--- src/rtl/posit_encode_8_es2.sv ---
// posit_encode_8_es2: three-stage valid/ready pipeline that packs a raw es2 sum word into an 8-bit posit with RNE rounding
module posit_encode_8_es2 (
  input  logic        clk,
  input  logic        rst_n,
  input  logic [40:0] in_data,
  input  logic        in_truncated,
  input  logic        in_valid,
  output logic        in_ready,
  output logic [7:0]  out_posit,
  output logic        out_inexact,
  output logic        out_valid,
  input  logic        out_ready
);
  logic               s1_v_q, s1_sgn_q, s1_inf_q, s1_zero_q, s1_chi_q, s1_clo_q, s1_tr_q;
  logic [3:0]         s1_k_q;
  logic [1:0]         s1_e_q;
  logic [29:0]        s1_frac_q;
  logic               s2_v_q, s2_sgn_q, s2_inf_q, s2_g_q, s2_s_q;
  logic [6:0]         s2_mag_q;
  logic               s2_ready, s3_ready;
  logic signed [7:0]  scale;
  logic [33:0]        y;
  logic [2:0]         sh;
  logic signed [37:0] v;
  logic               stick, special, clamp;
  logic [6:0]         s2_mag_d;
  logic               s2_g_d, s2_s_d;
  logic [6:0]         mag_r;
  logic [7:0]         posit_d;
  logic               inexact_d;

  assign s3_ready = ~out_valid | out_ready;
  assign s2_ready = ~s2_v_q | s3_ready;
  assign in_ready = ~s1_v_q | s2_ready;
  assign scale    = in_data[39:32];

  // S1: capture the fields; k is scale>>>2, whose low bits are scale[5:2] whenever the clamp is not taken
  always_ff @(posedge clk or negedge rst_n)
    if (!rst_n) begin
      s1_v_q    <= 1'b0;
      s1_sgn_q  <= 1'b0;
      s1_inf_q  <= 1'b0;
      s1_zero_q <= 1'b0;
      s1_chi_q  <= 1'b0;
      s1_clo_q  <= 1'b0;
      s1_tr_q   <= 1'b0;
      s1_k_q    <= 4'h0;
      s1_e_q    <= 2'h0;
      s1_frac_q <= 30'h0;
    end else if (in_ready) begin
      s1_v_q    <= in_valid;
      s1_sgn_q  <= in_data[40];
      s1_inf_q  <= in_data[1];
      s1_zero_q <= in_data[0];
      s1_chi_q  <= scale > 8'sd24;
      s1_clo_q  <= scale < -8'sd24;
      s1_tr_q   <= in_truncated;
      s1_k_q    <= in_data[37:34];
      s1_e_q    <= in_data[33:32];
      s1_frac_q <= in_data[31:2];
    end

  // S2: regime seed {~k3,k3} sign-extends into the regime run under an arithmetic shift of k (or -k-1)
  always_comb begin
    y        = {~s1_k_q[3], s1_k_q[3], s1_e_q, s1_frac_q};
    sh       = s1_k_q[2:0] ^ {3{s1_k_q[3]}};
    v        = $signed({y, 4'b0}) >>> sh;
    stick    = (|v[29:0]) | (|s1_frac_q[25:0]) | s1_tr_q;
    special  = s1_inf_q | s1_zero_q;
    clamp    = s1_chi_q | s1_clo_q;
    s2_mag_d = special ? 7'h00 : s1_chi_q ? 7'h7F : s1_clo_q ? 7'h01 : v[37:31];
    s2_g_d   = ~(special | clamp) & v[30];
    s2_s_d   = special ? 1'b0 : clamp ? 1'b1 : stick;
  end

  // S2 register: field magnitude with guard and sticky
  always_ff @(posedge clk or negedge rst_n)
    if (!rst_n) begin
      s2_v_q   <= 1'b0;
      s2_sgn_q <= 1'b0;
      s2_inf_q <= 1'b0;
      s2_mag_q <= 7'h00;
      s2_g_q   <= 1'b0;
      s2_s_q   <= 1'b0;
    end else if (s2_ready) begin
      s2_v_q   <= s1_v_q;
      s2_sgn_q <= s1_sgn_q & ~s1_inf_q;
      s2_inf_q <= s1_inf_q;
      s2_mag_q <= s2_mag_d;
      s2_g_q   <= s2_g_d;
      s2_s_q   <= s2_s_d;
    end

  // S3: round to nearest even, saturating at maxpos, then apply the sign
  always_comb begin
    mag_r     = (s2_g_q & (s2_mag_q[0] | s2_s_q) & ~&s2_mag_q) ? s2_mag_q + 7'd1 : s2_mag_q;
    posit_d   = s2_inf_q ? 8'h80 : s2_sgn_q ? -{1'b0, mag_r} : {1'b0, mag_r};
    inexact_d = s2_g_q | s2_s_q;
  end

  // Output register holds while the consumer stalls
  always_ff @(posedge clk or negedge rst_n)
    if (!rst_n) begin
      out_valid   <= 1'b0;
      out_posit   <= 8'h00;
      out_inexact <= 1'b0;
    end else if (s3_ready) begin
      out_valid   <= s2_v_q;
      out_posit   <= posit_d;
      out_inexact <= inexact_d;
    end
endmodule
--- config.mk ---
export PLATFORM = sky130hd
export DESIGN_NAME = posit_encode_8_es2
export DESIGN_NICKNAME = d
export VERILOG_FILES = /design/src/rtl/posit_encode_8_es2.sv
export SDC_FILE = /design/constraint.sdc
export NUM_CORES = 1
export LEC_CHECK = 0
export ABC_AREA = 1
export BUFFER_PORTS_ARGS = -buffer_cell sky130_fd_sc_hd__buf_2
export CORE_MARGIN = 2
export CORE_UTILIZATION = 45
export DETAILED_ROUTE_END_ITERATION = 7
export PLACE_DENSITY = 0.75
export SYNTH_ARGS = -nofsm -noshare
export SYNTH_HDL_FRONTEND = slang
export SYNTH_SLANG_ARGS = --single-unit
export TNS_END_PERCENT = 30
--- constraint.sdc ---
create_clock -name clk -period 2 [get_ports clk]
set_input_delay 0.2 -clock clk [delete_from_list [all_inputs] [get_ports clk]]
set_output_delay 0.2 -clock clk [all_outputs]
set_load 0.005 [all_outputs]
==> run_results.csv, run 1 <==
group,metric,value,unit
timing,final_setup_violating_endpoints,0,
synthesis,yosys_most_used_dff,"sky130_fd_sc_hd__dfrtp_1",
status,run_status,"complete, no violations",
critical_path,worst_setup_path_end_kind,"flip-flop",
clock_tree,cts_max_level,3,
synthesis,synth-warning-count,0,
die,floorplan.die_area,8551,um^2
timing,setup_repair_after_global_routing_missed_its_margin,"yes",
routing,detail_route.iter0.violations,140,
cells_and_area,register_area,1628,um^2
clock_tree,cts-buffers-inserted,9,
cells_and_area,layout-area-overhead-vs-synth,18.58,%
critical_path,crit_path_start_kind,"flip-flop",
synthesis,post_synth_and_or_nand_nor_area_fraction,27.50,%
synthesis,mapped_cells,460,
synthesis,synth_most_common_cell,"sky130_fd_sc_hd__nand2_1",
routing,drt_wl_cell,11.99,um
power,leakagePower,2.198,nW
clock_tree,clock_insertion_delay_worst_skew,0.35,ns
critical_path,r2r_slack,0.1,ns
cells_and_area,multi_input_area,1618,um^2
cells_and_area,share_of_cells_above_drive_strength_1,23.53,%
synthesis,average_size_of_a_mapped_cell,7.657,um^2
placed_design,port_buffers,56,
synthesis,synthDominantAreaCellType,"sky130_fd_sc_hd__dfrtp_1",
timing,slew-limit-headroom,73.62,%
cells_and_area,final.fill_count,746,
power,clkPwrFrac,30.9,%
global_routing,antenna_found_initial,0,
die,chipHeight,92.47,um
global_routing,grt_usage,18.83,%
synthesis,post_synth_fa_ha_maj_area_fraction,0.7105,%
routing,ant_nets,0,
critical_path,arrival,2.15,ns
synthesis,synth_edf_count,0,
synthesis,ys_async_sr_fraction,100.0,%
timing,min_period,1.903,ns
die,io-pin-count,57,
clock_tree,worst_setup_hold_path_clk_slew,0.08,ns
die,fp.coreArea,7647,um^2
timing,slew_viol_final,0,
clock_tree,cts_tree,"done",
clock_tree,cts_root_buf,"sky130_fd_sc_hd__clkbuf_8",
power,power_switching_share,33.66,%
power,power.sequential.fraction,44.2,%
critical_path,worstPathCellList,"ha_4 > nand3_2 > inv_1 > nand2_2 > nand2_4 > nand2_1 > nand2_2 > inv_1 > ha_1 > nand3_1 > nand2_2 > nand3b_1 > nand2_1 > nand2_1 > nand2_1",
cells_and_area,postLayoutCoreUtil,54.61,%
global_routing,grt_pass1_wl,13.01,mm
clock_tree,clock-sinks,65,
synthesis,synthesis.area,3522,um^2
synthesis,parity_gate_share_of_the_synthesized_area_counting_xor_and_xnor_cells,1.208,%
timing,fmaxAchievable,0.5255,GHz
cells_and_area,insertedDiodeCount,0,
synthesis,synth_top_family_by_area,"simple AND/OR/NAND/NOR gates",
power,cell_internal_pwr,2.399,mW
power,p_sw,1.217,mW
timing,hold_slack,0.04763,ns
routing,route.detailed.drc,0,
synthesis,net_count_of_the_mapped_netlist,508,
die,row_count,32,
synthesis,portion_of_the_post_synthesis_area_used_by_sequential_elements,46.18,%
synthesis,synthTopCellsByCount,"sky130_fd_sc_hd__nand2_1, sky130_fd_sc_hd__dfrtp_1, sky130_fd_sc_hd__inv_1",
worst_hold_path,hp-class,"in -> reg",
timing,setup_ws,0.09722,ns
critical_path,timing.setup.critical_path_class,"reg -> reg",
critical_path,worst-path-max-fanout,6,
routing,detailroute.via_count,3115,
cells_and_area,finish.net_count,570,
routing,drt-pass1-iter-count,5,
synthesis,multiplexer_share_of_the_synthesized_area,1.918,%
global_routing,grt_max_degree,66,
placed_design,gp_congestion,0.8766,
routing,detail_route.wirelength,7.543,mm
timing,report.final.hold_viol_count,0,
critical_path,cp_dominant_cell_by_count,"sky130_fd_sc_hd__nand2_1",
synthesis,post_synthesis_compound_gate_area_fraction,13.75,%
global_routing,first_global_vias,3092,
critical_path,cp_slowest_stage_delay,0.42,ns
synthesis,synth_seq_cells,65,
synthesis,synth_largest_type_area_fraction,46.18,%
clock_tree,cts_buffer_depth,2,
run,max_cap_viol_count,0,
placed_design,detailed_place_hpwl,5.425,mm
die,fp.dieW,92.47,um
synthesis,ys_types,38,
placed_design,dp_worst_setup_slack,0.008685,ns
timing,tightest_slew,0.3942,ns
power,combinationalPowerShare,24.9,%
critical_path,critPathRequiredTime,2.25,ns
power,vdd_ir_drop_max,0.5474,mV
critical_path,critical_path.slowest_cell,"sky130_fd_sc_hd__dfrtp_2",
global_routing,grt.overflow.total,0,
routing,via_per_inst,4.952,
synthesis,biggest_area_contributors_in_the_synthesized_netlist,"sky130_fd_sc_hd__dfrtp_1, sky130_fd_sc_hd__nand2_1, sky130_fd_sc_hd__o21ai_0",
timing,fin_skew,0.01216,ns
power,power_density,865.8,nW/um^2
timing,part_of_the_cycle_the_worst_path_needs,95.14,%
die,start_util,46.06,%
## worst paths after layout
path                              from            end  cells after the start
max in group asynchronous        rst_n  s1_frac_q[12]                      3
min in group asynchronous        rst_n    s2_mag_q[3]                      3
hold reg to reg                 s1_v_q         s2_v_q                      1
setup reg to reg           s2_mag_q[1]   out_posit[6]                     15
hold / removal             in_data[39]       s1_chi_q                      2
setup / recovery           s2_mag_q[1]   out_posit[6]                     15
## what timing repair did
| action | in CTS | in global routing |
|---|---|---|
| hold endpoints to repair | 65 | 0 |
| resized for setup | 0 | 7 |
| setup endpoints to repair | 0 | 6 |
| hold buffers | 1 | 0 |
| buffers inserted | 0 | 1 |
## cell usage in the layout, fill, tap and decap left out, types with 2 or more instances in the layout
cell type	synthesis	routed
sky130_fd_sc_hd__inv_2	3	3
sky130_fd_sc_hd__a21oi_1	5	5
sky130_fd_sc_hd__nand2_1	129	127
sky130_fd_sc_hd__inv_1	58	58
sky130_fd_sc_hd__o21ai_2	6	5
sky130_fd_sc_hd__nor3_1	2	2
sky130_fd_sc_hd__xor2_1	3	3
sky130_fd_sc_hd__nand2_2	11	12
sky130_fd_sc_hd__o22ai_1	5	5
sky130_fd_sc_hd__buf_12	0	2
sky130_fd_sc_hd__o211ai_1	3	3
sky130_fd_sc_hd__clkbuf_8	0	9
sky130_fd_sc_hd__a31oi_1	3	3
sky130_fd_sc_hd__nand3_2	2	2
sky130_fd_sc_hd__clkinv_2	1	4
sky130_fd_sc_hd__nand4_1	4	4
sky130_fd_sc_hd__nor2_2	5	5
sky130_fd_sc_hd__a22o_1	2	2
sky130_fd_sc_hd__o21ai_1	7	7
sky130_fd_sc_hd__nor2_4	2	2
sky130_fd_sc_hd__o21a_1	2	2
sky130_fd_sc_hd__nor2_1	39	39
sky130_fd_sc_hd__o21ai_0	45	45
sky130_fd_sc_hd__nand2_4	1	2
sky130_fd_sc_hd__mux2_2	6	6
sky130_fd_sc_hd__nand3_1	27	27
sky130_fd_sc_hd__dfrtp_1	65	64
sky130_fd_sc_hd__buf_2	2	56
sky130_fd_sc_hd__buf_4	1	6
## per-layer routing
metal / track usage (%) / vias to the layer above / routed length, um
met5: 0 / - / 0
met2: 33.27 / 64 / 3886
met4: 7.587 / 0 / 124
met3: 4.150 / 14 / 279
li1: - / 1591 / -
met1: 22.13 / 1446 / 3253
## through the flow
stage	instances	cell area (um^2)	power (mW)	TNS, ns
global placement	611	3934	2.464	0
global route	629	4177	3.843	-0.03995
detailed placement	611	3934	2.494	0
floorplan	460	3522	2.222	0
finish	629	4177	3.616	0
CTS	628	4138	3.608	0
## layout make-up
type,count,share of cell area (%)
Multi-Input combinational cell,319,38.74
Clock buffer,9,2.966
Timing Repair Buffer,65,8.987
Sequential cell,65,38.98
Clock inverter,7,1.678
Tap cell,102,3.056
Inverter,62,5.602
## worst max-delay path: cells and delay by family (launching register included)
kind                     cells  cell delay (ns)
AND/OR/NAND/NOR             11             0.85
flip-flops                   1             0.42
adder cells (fa/ha/maj)      2             0.36
buffers and inverters        2             0.15
## logic make-up (layout without fill, tap and decap cells)
| family | after synthesis | in the layout |
|---|---|---|
| simple gates | 224 | 224 |
| buf+inv | 76 | 143 |
| compound gates | 83 | 83 |
| flops | 65 | 65 |
| xor+xnor | 4 | 4 |
| mux | 6 | 6 |
| fa+ha+maj | 2 | 2 |
## sequential cells by signal, summed over array words and instances (netlist names), 2 cells and up
name,cells
out_posit,8
s1_k_q,4
s1_e_q,2
s1_frac_q,30
s2_mag_q,7
## power groups by stage
stage	Combinational, mW	Sequential (mW)	Clock (mW)
after global routing	1.04	1.62	1.19
after global placement	0.858	1.61	0
after detailed placement	0.880	1.61	0
after floorplan	0.638	1.58	0
after CTS	0.889	1.59	1.13
final	0.901	1.60	1.12
Power figures use the tool's default switching activity.
==> inputs of run 2 (changes only) <==
==> constraint.sdc (replaced) <==
create_clock -name clk -period 2 [get_ports clk]
set_input_delay 0.1 -clock clk [delete_from_list [all_inputs] [get_ports clk]]
set_output_delay 0.1 -clock clk [all_outputs]
set_load 0.005 [all_outputs]
==> run 2 against run 1 <==
Net effect:
- clock-buffer cell count grew 3
- total power is 1.4% higher
- critical endpoint unchanged
- sequential power about the same
- routed wire length grew 7.8%
- largest power group unchanged
- core utilization grew 5.0 points
==> run_results.csv, run 2 (synthesis results as in run 1) <==
group,metric,value,unit
power,power.sequential.fraction,43.5,%
status,run_status,"complete, no violations",
critical_path,critical_path.startpoint,"s2_mag_q[1]",
timing,final_setup_violating_endpoints,0,
clock_tree,clock-sinks,65,
routing,drt_wl_cell,12.18,um
timing,report.final.hold_viol_count,0,
power,clkPwrFrac,30.3,%
global_routing,first_global_vias,3125,
cells_and_area,fin_area,4558,um^2
cells_and_area,max_flop_register,"s1_frac_q",
routing,via_per_inst,4.889,
placed_design,gp_congestion,0.8504,
placed_design,port_buffers,56,
die,chipHeight,92.47,um
critical_path,worst-path-max-fanout,6,
timing,slew-limit-headroom,74.05,%
die,fp.coreArea,7647,um^2
placed_design,dpl_cell_area,3929,um^2
power,p_sw,1.160,mW
critical_path,worstPathCellList,"ha_4 > nand3_2 > inv_1 > nand2_2 > nand2_4 > nand2_1 > nand2_2 > inv_1 > ha_1 > nand3_1 > nand2_2 > nand2_1 > nand2_1 > nand2_1 > nand2_1 > nand2_1",
critical_path,crit-reg2reg-capture,"out_posit[6]",
worst_hold_path,hp-class,"in -> reg",
power,cell_internal_pwr,2.508,mW
power,design_power_total,3.668,mW
timing,fin_skew,0.009061,ns
timing,aggregate_negative_setup_slack,0,ns
routing,detailroute.via_count,3266,
cells_and_area,insertedDiodeCount,0,
routing,detail_route.iter0.violations,161,
power,power_density,804.6,nW/um^2
global_routing,antenna_found_initial,0,
power,leakagePower,2.368,nW
clock_tree,cts_max_level,3,
cells_and_area,largest_registers,"s1_frac_q: 30 flops, out_posit: 8 flops, s2_mag_q: 7 flops",
timing,setup_ws,0.1057,ns
clock_tree,cts_buffer_depth,2,
clock_tree,cts-buffers-inserted,9,
critical_path,critical_path.slowest_cell,"sky130_fd_sc_hd__dfrtp_2",
cells_and_area,postLayoutCoreUtil,59.60,%
cells_and_area,finish.net_count,610,
die,start_util,46.06,%
critical_path,cp-endpoint,"out_posit[6]",
timing,tightest_slew,0.3879,ns
cells_and_area,layout.cells.most_common_list,"sky130_fd_sc_hd__nand2_1, sky130_fd_sc_hd__dfrtp_1, sky130_fd_sc_hd__inv_1",
critical_path,r2r_slack,0.11,ns
cells_and_area,layout-area-overhead-vs-synth,29.41,%
timing,setup_repair_after_global_routing_missed_its_margin,"yes",
routing,route.detailed.drc,0,
critical_path,critPathRequiredTime,2.28,ns
die,fp.dieW,92.47,um
global_routing,grt.overflow.total,0,
clock_tree,worst_setup_hold_path_clk_slew,0.07,ns
timing,slew_viol_final,0,
critical_path,arrival,2.17,ns
die,floorplan.die_area,8551,um^2
timing,part_of_the_cycle_the_worst_path_needs,94.71,%
critical_path,timing.rr.start,"s2_mag_q[1]",
clock_tree,cts_tree,"done",
run,max_cap_viol_count,0,
global_routing,grt_usage,20.17,%
placed_design,detailed_place_hpwl,5.411,mm
critical_path,crit_path_start_kind,"flip-flop",
power,combinationalPowerShare,26.3,%
global_routing,grt_max_degree,66,
cells_and_area,largest_reg_flops,30,
critical_path,r2r.worst_path.cells,16,
cells_and_area,layout_commonest_cell,"sky130_fd_sc_hd__nand2_1",
clock_tree,cts_root_buf,"sky130_fd_sc_hd__clkbuf_8",
placed_design,dp_worst_setup_slack,-0.005353,ns
routing,ant_nets,0,
critical_path,cp_slowest_stage_delay,0.42,ns
global_routing,grt_pass1_wl,13.78,mm
routing,drt-pass1-iter-count,5,
timing,min_period,1.894,ns
critical_path,timing.setup.critical_path_class,"reg -> reg",
power,power_switching_share,31.62,%
die,row_count,32,
worst_hold_path,hold_start,"in_data[35]",
clock_tree,clock_insertion_delay_worst_skew,0.34,ns
critical_path,critPathBufInv,2,
critical_path,worst_setup_path_end_kind,"flip-flop",
critical_path,cp_dominant_cell_by_count,"sky130_fd_sc_hd__nand2_1",
critical_path,cp_num_cells,16,
power,vdd_ir_drop_max,0.4328,mV
timing,fmaxAchievable,0.5279,GHz
critical_path,critical_path.top_delay_family,"simple AND/OR/NAND/NOR gates",
routing,detail_route.wirelength,8.133,mm
die,io-pin-count,57,
cells_and_area,share_of_cells_above_drive_strength_1,21.91,%
## run 2: cell types whose count changed in the layout (fill, tap and decap cells not counted), sizes merged
cell / change
clkbuf: +3
dlygate4sd3: +38
clkinv: -2
clkinvlp: -1
inv: -1
buf: +2
## run 2: power by group through the flow
stage               combinational [mW]  clock [mW]  sequential (mW)
finish                           0.963        1.11             1.59
global placement                 0.856           0             1.61
global route                      1.10        1.20             1.62
floorplan                        0.638           0             1.58
detailed placement               0.878           0             1.61
CTS                              0.946        1.14             1.59
## run 2: layout make-up
| type | count | area, um^2 |
|---|---|---|
| clock inverter | 3 | 40.04 |
| fill | 671 | 3089 |
| timing repair buffer | 105 | 758.2 |
| sequential | 65 | 1628 |
| tap | 102 | 127.6 |
| inverter | 62 | 234.0 |
| multi-input combinational | 319 | 1615 |
| clock buffer | 12 | 155.1 |
## run 2: worst min-delay path by stage
| stage | to | slack (ns) | cells after the start |
|---|---|---|---|
| 3_3_place_gp | out_inexact | 0.14 | 2 |
| 4_1_cts | s1_k_q[1] | 0.003 | 3 |
| 6_report | s1_k_q[1] | 0.01 | 3 |
| 3_5_place_dp | s1_k_q[2] | 0.15 | 2 |
| 5_1_grt | s1_frac_q[0] | 0.005 | 2 |
| 2_1_floorplan | out_inexact | -0.20 | 0 |
## run 2: timing repair
action,CTS,global route
pin swaps,0,1
endpoints found under the hold margin,103,0
gates resized for setup,1,6
endpoints found under the setup margin,1,7
setup buffers,0,2
hold buffers,39,0
## run 2: worst reg2reg max path: cells and delay by family, from the launching register on
kind          cells  cell delay, ns
simple gates     12            0.90
flops             1            0.42
buf+inv           2            0.14
fa+ha+maj         2            0.37
## run 2: metal layers
metal	global-route usage, %	vias to the layer above	part of all wire [%]
met5	0	-	0
met4	7.338	0	2.0
met3	4.963	18	4.4
met2	35.71	83	51
met1	23.65	1493	42
li1	-	1672	-
## run 2: per-stage QoR
step | std cells | hold WS, ns
6_report | 668 | 0.01085
5_1_grt | 668 | 0.005139
4_1_cts | 666 | 0.002686
3_5_place_dp | 612 | 0.1469
3_3_place_gp | 612 | 0.1398
2_1_floorplan | 460 | -0.1956
==> inputs of run 3 (changes only) <==
Settings changed: SETUP_SLACK_MARGIN set to 0.4.
==> run 3 against run 2 <==
Net effect:
- routed wire length increased by 11%
- largest power group unchanged
- critical endpoint unchanged
- global-route usage increased by 0.60 points
- largest cell class is now multi-input gates
- sequential power about the same
==> run_results.csv, run 3 (synthesis results as in run 1) <==
group,metric,value,unit
clock_tree,cts_tree,"done",
clock_tree,cts_root_buf,"sky130_fd_sc_hd__clkbuf_8",
critical_path,critPathRequiredTime,2.24,ns
cells_and_area,largest_registers,"s1_frac_q: 30 flops, out_posit: 8 flops, s2_mag_q: 7 flops",
timing,tightest_slew,0.4728,ns
cells_and_area,largest_reg_flops,30,
timing,part_of_the_cycle_the_worst_path_needs,86.76,%
power,design_power_total,3.935,mW
status,run_status,"complete, no violations",
cells_and_area,layout-area-overhead-vs-synth,40.11,%
global_routing,first_global_vias,3299,
global_routing,grt_max_degree,66,
timing,fin_skew,0.008871,ns
clock_tree,cts_buffer_depth,2,
die,row_count,32,
timing,min_period,1.735,ns
placed_design,port_buffers,56,
timing,slew-limit-headroom,68.36,%
cells_and_area,insertedDiodeCount,0,
routing,detail_route.iter0.violations,174,
clock_tree,clock_insertion_delay_worst_skew,0.35,ns
timing,report.final.hold_viol_count,0,
worst_hold_path,hold-path-endpoint,"s1_frac_q[0]",
critical_path,crit_path_start_kind,"flip-flop",
die,io-pin-count,57,
critical_path,worst_setup_path_end_kind,"flip-flop",
critical_path,arrival,1.97,ns
die,fp.dieW,92.47,um
routing,via_per_inst,5.072,
cells_and_area,layout.cells.most_common_list,"sky130_fd_sc_hd__nand2_1, sky130_fd_sc_hd__dfrtp_1, sky130_fd_sc_hd__buf_2",
routing,detail_route.wirelength,9.005,mm
die,start_util,46.06,%
global_routing,antenna_found_initial,0,
die,fp.coreArea,7647,um^2
routing,route.detailed.drc,0,
critical_path,r2r.worst_path.cells,14,
clock_tree,cts-buffers-inserted,9,
power,power_density,797.4,nW/um^2
routing,drt_wl_cell,13.22,um
worst_hold_path,hold_start,"in_data[2]",
routing,detailroute.via_count,3454,
placed_design,gp_congestion,0.8841,
cells_and_area,share_of_cells_above_drive_strength_1,29.19,%
power,leakagePower,2.488,nW
clock_tree,clock-sinks,65,
cells_and_area,final.fill_count,596,
critical_path,timing.rr.start,"s2_mag_q[0]",
power,vdd_ir_drop_max,0.5100,mV
cells_and_area,layout_commonest_cell,"sky130_fd_sc_hd__nand2_1",
placed_design,detailed_place_hpwl,5.568,mm
run,max_cap_viol_count,0,
clock_tree,worst_setup_hold_path_clk_slew,0.07,ns
routing,drt-pass1-iter-count,4,
cells_and_area,finish.net_count,624,
worst_hold_path,hold_depth,2,
timing,final_setup_violating_endpoints,0,
critical_path,critical_path.startpoint,"s2_mag_q[0]",
global_routing,grt_pass1_wl,14.14,mm
critical_path,timing.setup.critical_path_class,"reg -> reg",
critical_path,crit-reg2reg-capture,"out_posit[6]",
die,chipHeight,92.47,um
timing,slew_viol_final,0,
global_routing,grt_usage,20.77,%
die,floorplan.die_area,8551,um^2
global_routing,grt.overflow.total,0,
timing,aggregate_negative_setup_slack,0,ns
routing,ant_nets,0,
critical_path,r2r_slack,0.26,ns
worst_hold_path,hp-class,"in -> reg",
clock_tree,cts_max_level,3,
timing,fmaxAchievable,0.5763,GHz
critical_path,worst-path-max-fanout,4,
timing,setup_repair_after_global_routing_missed_its_margin,"yes",
cells_and_area,max_flop_register,"s1_frac_q",
run 3: repair_timing:
item,CTS,global route
buffers inserted,10,4
hold buffers,40,0
gates cloned,0,2
hold endpoints to repair,104,0
endpoints found under the setup margin,27,15
gates resized for setup,26,37
pin swaps,10,22
run 3: how the worst max path moves through the flow:
stage / to / cells after the start
floorplan: out_posit[6] / 14
global placement: out_posit[6] / 14
detailed placement: out_posit[6] / 14
CTS: out_posit[6] / 14
global route: out_posit[6] / 15
finish: out_posit[6] / 14
run 3: routing by layer:
layer  share of wire (%)  vias to the layer above  track usage [%]
met4                 2.6                        0            7.960
li1                    -                     1706                -
met2                  54                       98            39.23
met3                 3.9                       23            3.255
met1                  40                     1627            23.26
met5                   0                        -                0
run 3: final cells by class:
cell class | instances | area [um^2] | area share [%]
multi-input cells | 321 | 1849 | 37.47
clock inverters | 2 | 37.54 | 0.7606
flip-flops and latches | 65 | 1629 | 33.01
repair buffers | 117 | 878.3 | 17.80
clock buffers | 12 | 165.2 | 3.347
inverters | 62 | 247.7 | 5.020
well taps | 102 | 127.6 | 2.586
run 3: power by group:
| part | switching, mW | internal (mW) |
|---|---|---|
| Clock | 0.494 | 0.664 |
| Combinational | 0.672 | 0.491 |
| Sequential | 0.135 | 1.48 |
| Total | 1.30 | 2.63 |
run 3: metrics by stage:
stage / std cells / hold WS, ns / area (um^2) / worst slack, ns / util (%)
2_1_floorplan: 460 / -0.1956 / 3537 / 0.2126 / -
3_3_place_gp: 611 / 0.1443 / 3949 / 0.1909 / 51.64
3_5_place_dp: 611 / 0.1432 / 3949 / 0.09818 / 51.64
4_1_cts: 675 / 0.002211 / 4746 / 0.2826 / 62.06
5_1_grt: 681 / 0.007671 / 4935 / 0.1324 / 64.53
6_report: 681 / 0.003396 / 4935 / 0.2647 / 64.53
run 3: worst max-delay path, stage by stage (launching register included):
cell and delay (ns):
sky130_fd_sc_hd__dfrtp_1 0.41, sky130_fd_sc_hd__buf_6 0.14, sky130_fd_sc_hd__o21ai_4 0.17, sky130_fd_sc_hd__inv_4 0.07, sky130_fd_sc_hd__nand3_1 0.14, sky130_fd_sc_hd__nand2_4 0.09, sky130_fd_sc_hd__inv_2 0.08, sky130_fd_sc_hd__ha_4 0.14
sky130_fd_sc_hd__nand3_2 0.06, sky130_fd_sc_hd__nand2_2 0.08, sky130_fd_sc_hd__nand2_1 0.05, sky130_fd_sc_hd__nand2_1 0.05, sky130_fd_sc_hd__nand2_1 0.05, sky130_fd_sc_hd__nand2_1 0.05, sky130_fd_sc_hd__nand2_1 0.05
